===== config.mk =====
export PLATFORM = sky130hd
export DESIGN_NAME = tmp_sd_decimator
export DESIGN_NICKNAME = d
export VERILOG_FILES = /design/src/rtl/tmp_dec_pkg.sv /design/src/rtl/tmp_dec_sync.sv /design/src/rtl/tmp_sd_decimator.sv
export SDC_FILE = /design/constraint.sdc
export NUM_CORES = 1
export LEC_CHECK = 0
export ABC_AREA = 1
export CORE_UTILIZATION = 49
export DETAILED_ROUTE_END_ITERATION = 8
export MAX_ROUTING_LAYER = met4
export PLACE_DENSITY = 0.74
export SYNTH_ARGS = -nofsm -noshare
export SYNTH_HDL_FRONTEND = slang
export SYNTH_SLANG_ARGS = --single-unit
export TNS_END_PERCENT = 20

===== constraint.sdc =====
create_clock -name clk -period 1.68 [get_ports clk]
set_clock_uncertainty 0.2 [all_clocks]
set_input_delay 0.168 -clock clk [delete_from_list [all_inputs] [get_ports clk]]
set_output_delay 0.168 -clock clk [all_outputs]
set_load 0.02 [all_outputs]

===== src/rtl/tmp_dec_pkg.sv =====
// Shared types and constants for the temperature sigma-delta decimator.
// Result width and synchronizer depth are defined here so every file agrees on them.
package tmp_dec_pkg;

  typedef enum logic [1:0] {
    IDLE   = 2'd0,
    SETTLE = 2'd1,
    ACCUM  = 2'd2
  } state_t;

  localparam int SYNC_DEPTH = 2;

  // Wide enough for the ramp-weighted sum N*(N+1)/2 of the second integrator.
  function automatic int res_w(input int osr_log2);
    return 2 * osr_log2 + 1;
  endfunction

endpackage


===== src/rtl/tmp_dec_sync.sv =====
// Multi-flop synchronizer that brings the asynchronous comparator output into clk.
// Every stage is cleared while reset is low.
module tmp_dec_sync #(
  parameter int DEPTH = 2
) (
  input  logic clk,
  input  logic reset,
  input  logic d,
  output logic q
);

  logic [DEPTH-1:0] ff;

  always_ff @(posedge clk or negedge reset) begin
    if (!reset) ff <= '0;
    else        ff <= {ff[DEPTH-2:0], d};
  end

  assign q = ff[DEPTH-1];

endmodule


===== src/rtl/tmp_sd_decimator.sv =====
// Comparator decimator: counts ones over 2**OSR_LOG2 samples per window, one result per window.
// Define TMP_DEC_SINC2_EN to add a second integrator (ramp-weighted result).
module tmp_sd_decimator
  import tmp_dec_pkg::*;
#(
  parameter  int OSR_LOG2    = 8,
  parameter  int SETTLE_SMPL = 4,
  localparam int RES_W       = res_w(OSR_LOG2)
) (
  input  logic             clk,
  input  logic             reset,
  input  logic             cmp,
  input  logic             cmp_strobe,
  input  logic             conv_en,
  input  logic             res_ready,
  output logic [RES_W-1:0] result,
  output logic             res_valid,
  output logic             overrun,
  output logic             busy
);

  localparam int                  CW          = OSR_LOG2 + 1;
  localparam logic [OSR_LOG2-1:0] SMP_LAST    = '1;
  localparam logic [3:0]          SETTLE_LAST = 4'((SETTLE_SMPL > 0) ? SETTLE_SMPL - 1 : 0);

  state_t              state, state_nxt;
  logic                cmp_s;
  logic [SYNC_DEPTH-1:0] strobe_d;
  logic                sample;
  logic [3:0]          settle_cnt;
  logic [OSR_LOG2-1:0] smp_cnt;
  logic [CW-1:0]       acc1, acc1_nxt;
  logic [RES_W-1:0]    win_val;
  logic                win_done;

  tmp_dec_sync #(.DEPTH(SYNC_DEPTH)) u_sync (
    .clk   (clk),
    .reset (reset),
    .d     (cmp),
    .q     (cmp_s)
  );

  // Strobe delayed by the synchronizer depth so it lines up with cmp_s.
  always_ff @(posedge clk or negedge reset) begin
    if (!reset) strobe_d <= '0;
    else        strobe_d <= {strobe_d[SYNC_DEPTH-2:0], cmp_strobe};
  end

  assign sample   = strobe_d[SYNC_DEPTH-1] & conv_en;
  assign acc1_nxt = acc1 + CW'(cmp_s);

  always_ff @(posedge clk or negedge reset) begin
    if (!reset) state <= IDLE;
    else        state <= state_nxt;
  end

  always_comb begin
    state_nxt = state;
    win_done  = 1'b0;
    unique case (state)
      IDLE: begin
        if (conv_en) state_nxt = (SETTLE_SMPL == 0) ? ACCUM : SETTLE;
      end
      SETTLE: begin
        if (!conv_en)                                state_nxt = IDLE;
        else if (sample && settle_cnt == SETTLE_LAST) state_nxt = ACCUM;
      end
      ACCUM: begin
        if (!conv_en)                            state_nxt = IDLE;
        else if (sample && smp_cnt == SMP_LAST) win_done  = 1'b1;
      end
      default: state_nxt = IDLE;
    endcase
  end

  always_ff @(posedge clk or negedge reset) begin
    if (!reset) begin
      settle_cnt <= '0;
    end else if (state == SETTLE && state_nxt == SETTLE) begin
      if (sample) settle_cnt <= settle_cnt + 4'd1;
    end else begin
      settle_cnt <= '0;
    end
  end

  // A partial window is discarded whenever ACCUM is left.
  always_ff @(posedge clk or negedge reset) begin
    if (!reset) begin
      smp_cnt <= '0;
      acc1    <= '0;
    end else if (state == ACCUM && conv_en) begin
      if (win_done) begin
        smp_cnt <= '0;
        acc1    <= '0;
      end else if (sample) begin
        smp_cnt <= smp_cnt + OSR_LOG2'(1);
        acc1    <= acc1_nxt;
      end
    end else begin
      smp_cnt <= '0;
      acc1    <= '0;
    end
  end

`ifdef TMP_DEC_SINC2_EN
  logic [RES_W-1:0] acc2, acc2_nxt;

  assign acc2_nxt = acc2 + RES_W'(acc1_nxt);
  assign win_val  = acc2_nxt;

  always_ff @(posedge clk or negedge reset) begin
    if (!reset) begin
      acc2 <= '0;
    end else if (state == ACCUM && conv_en) begin
      if (win_done)    acc2 <= '0;
      else if (sample) acc2 <= acc2_nxt;
    end else begin
      acc2 <= '0;
    end
  end
`else
  assign win_val = RES_W'(acc1_nxt);
`endif

  // Handshake: a result transfers on any cycle where res_valid && res_ready;
  // result is held stable while res_valid is high, and a completing window
  // always wins over the transfer so no result is lost in that cycle.
  always_ff @(posedge clk or negedge reset) begin
    if (!reset) begin
      result    <= '0;
      res_valid <= 1'b0;
      overrun   <= 1'b0;
    end else begin
      if (win_done) begin
        result    <= win_val;
        res_valid <= 1'b1;
      end else if (res_valid && res_ready) begin
        res_valid <= 1'b0;
      end
      if (win_done && res_valid && !res_ready) overrun <= 1'b1;
      else if (res_valid && res_ready)         overrun <= 1'b0;
    end
  end

  assign busy = (state != IDLE);

endmodule


==> flow_summary.ini <==
[placed_design]
count_of_input_and_output_buffers = 17
place_ws_ps = -39.9
finalWeightedCongestion = 0.865
detailedPlacementHpwl_microns = 2670
postPlaceCellArea_sq_mm = 0.00227
placed_cells_incl_taps = 291

[grt]
groute.layer.met1.usage_pct = 27.4
grt_first_pass_wirelength_microns = 6420
groute.layer.met2.usage_pct = 29.6
grt.total_usage_pct = 20.7
initial_antenna_violation_count = 0
global_route.usage.met3_pct = 5.21
pin_count_of_the_biggest_net_entering_global_routing = 23
globalRoute.busiestLayer = met2
grt_pass1_vias = 1453
grt_overflow_total = 0

[power]
ir_worst_vdd_mv = 0.534
design_power_total_mw = 1.63
power.density_cell_area_mw_per_mm2 = 680
cellLeakagePower_nw = 1.12

[synth]
yosys_warnings = 0
synth-seq-cells = 38
synthFlopType = dfrtp_1
syn-cell-area_sq_mm = 0.00199
yosysSeqAreaShare_pct = 47.8
count_of_flip_flops_with_a_built_in_enable_after_synthesis = 0
synth_async_sr_flop_share_pct = 100
synth.distinct_cells = 29
syn-mean-instance-area_sq_um = 9.09
synthCells = 219

[cts]
clk_root_buffer_cell = clkbuf_8
cts_num_sinks = 38
deepest_level_of_the_cts_h_tree = 2
cts_inserted_buffers = 5
clkTransAtPathRegs_ps = 70
clock_insertion_delay_worst_skew_ps = 290
cts_buffer_depth = 2
cts_tree = yes

[final_layout]
area.growth.synth_to_final_pct = 20.4
stdcell_count = 300
final_util_pct = 63.5
multiInputGateArea_sq_um = 886
most-common-layout-cells = nand2_1 (51), dfrtp_1 (38), inv_1 (22)
final_nets = 263
commonest_non_fill_non_tap_cell_in_the_layout = nand2_1
drive_gt1_share_pct = 23.4
final-seq-area_sq_um = 951
final_area_sq_mm = 0.00240
n_fill_cell = 317
num_antenna_cells = 0

[floorplanning]
initial_core_util_pct = 52.8
die_w_microns = 65.7
ioPinCount = 26
fp.dieArea_sq_mm = 0.00432
std_cell_rows = 22
die_h_microns = 65.7
core_box_area_sq_mm = 0.00377

[setup_path]
worst-setup-path-type = reg -> out
crit_family = buffers and inverters
timing.critical_path.arrival_ps = 1270
sequence_of_cells_on_the_critical_path = clkdlybuf4s50_1
critPathRequiredTime_ps = 1310
critical_path.max_stage_delay_ps = 610
critical_path.max_fanout = 2
critical-path-slowest-cell = clkdlybuf4s50_1
critical_path.startpoint_type = flip-flop
count_of_buffering_cells_on_the_critical_path_with_inverters_included = 1
worstSetupEndpointType = output pin

[min_path]
worst_hold_path_type = in -> reg

[timing]
final.min_clock_period_ps = 1640
grt_setup_unrepaired = yes
post-route-worst-setup-slack_ps = 41.7
finalCritPeriodShare_pct = 97.5
timing.setup.tns_ps = 0
finalHoldViolCount = 0
final_max_slew_viol_count = 0
fmax_ghz = 0.610
fin_hold_ws_ps = 120
final_setup_viols = 0

[routing]
totalWireLength_microns = 3640
detailroute.via_count = 1500
drc = 0
number_of_detailed_routing_iterations_run_before_antenna_repair = 4
vias_per_cell = 5.00
wire_per_inst_microns = 12.1
drt_first_iter_violations = 68
route.antenna.remaining_nets = 0

[job]
maxCapViolations = 0

[run_status]
outcome = finished clean
==> kinds of logic (layout without fill, tap and decap cells) <==
family / after synthesis / count (layout) / synth area share (%)
XOR/XNOR: 7 / 7 / 3.08
AND/OR/NAND/NOR: 96 / 96 / 24.3
adder cells (fa/ha/maj): 4 / 4 / 2.51
other: 1 / 8 / 0.188
flip-flops: 38 / 38 / 47.8
AO/OA/AOI/OAI: 34 / 34 / 12.1
buffers and inverters: 39 / 65 / 10.1
==> layout make-up <==
| class | count | area share [%] |
|---|---|---|
| flip-flops and latches | 38 | 39.7 |
| inverters | 27 | 4.23 |
| well taps | 48 | 2.51 |
| clock buffers | 6 | 3.45 |
| repair buffers | 32 | 13.2 |
| multi-input cells | 149 | 37.0 |
==> cells in the mapped netlist (2+ instances only) <==
| cell | n | share of area (%) |
|---|---|---|
| a21oi_1 | 7 | 1.8 |
| buf_4 | 8 | 3.0 |
| buf_6 | 3 | 1.7 |
| dfrtp_1 | 38 | 48 |
| ha_1 | 4 | 2.5 |
| inv_1 | 22 | 4.1 |
| inv_2 | 5 | 0.94 |
| nand2_1 | 51 | 9.6 |
| nand2_2 | 3 | 0.94 |
| nand3_1 | 11 | 2.8 |
| nand3_2 | 2 | 1.0 |
| nand4_1 | 7 | 2.2 |
| nor2_1 | 13 | 2.5 |
| nor2_2 | 3 | 0.94 |
| o21ai_0 | 7 | 1.8 |
| o21ai_2 | 17 | 7.5 |
| xnor2_1 | 5 | 2.2 |
| xor2_1 | 2 | 0.88 |
==> repair_timing <==
item                       4_1_cts  5_1_grt
hold endpoints to repair        20        0
gates resized for setup          2        4
hold buffers                     1        0
setup endpoints to repair        2       16
buffers inserted                 1        1
==> registers in the layout (all words and copies together), names as in the netlist <==
signal and flops:
overrun 1, state 2, acc1 9, smp_cnt 8, strobe_d 2, result 9
settle_cnt 4, u_sync.ff 2, res_valid 1
==> where the power goes <==
part	internal, mW	total (mW)	switching, mW	leakage [nW]
clock network	0.316	0.613	0.297	0.0431
registers	0.925	0.932	0.00697	0.516
logic	0.0273	0.0853	0.0580	0.559
==> metal layers <==
layer / share of wire [%] / routed length (microns) / vias up
li1: - / - / 760
met1: 47 / 1720 / 698
met2: 47 / 1700 / 34
met3: 4.0 / 145 / 8
met4: 2.1 / 77 / 0
met5: 0 / 0 / -
==> path summary, 6_finish.rpt <==
path	cells past startpoint	slack, ps	to	from
min reg2reg	0	150	u_sync.ff[1]	u_sync.ff[0]
max	1	40	result[3]	result[3]
min	1	120	u_sync.ff[0]	cmp
max reg2reg	7	70	acc1[4]	u_sync.ff[1]
min in group asynchronous	2	170	smp_cnt[0]	reset
max in group asynchronous	3	570	settle_cnt[1]	reset
Power figures use the tool's default switching activity.
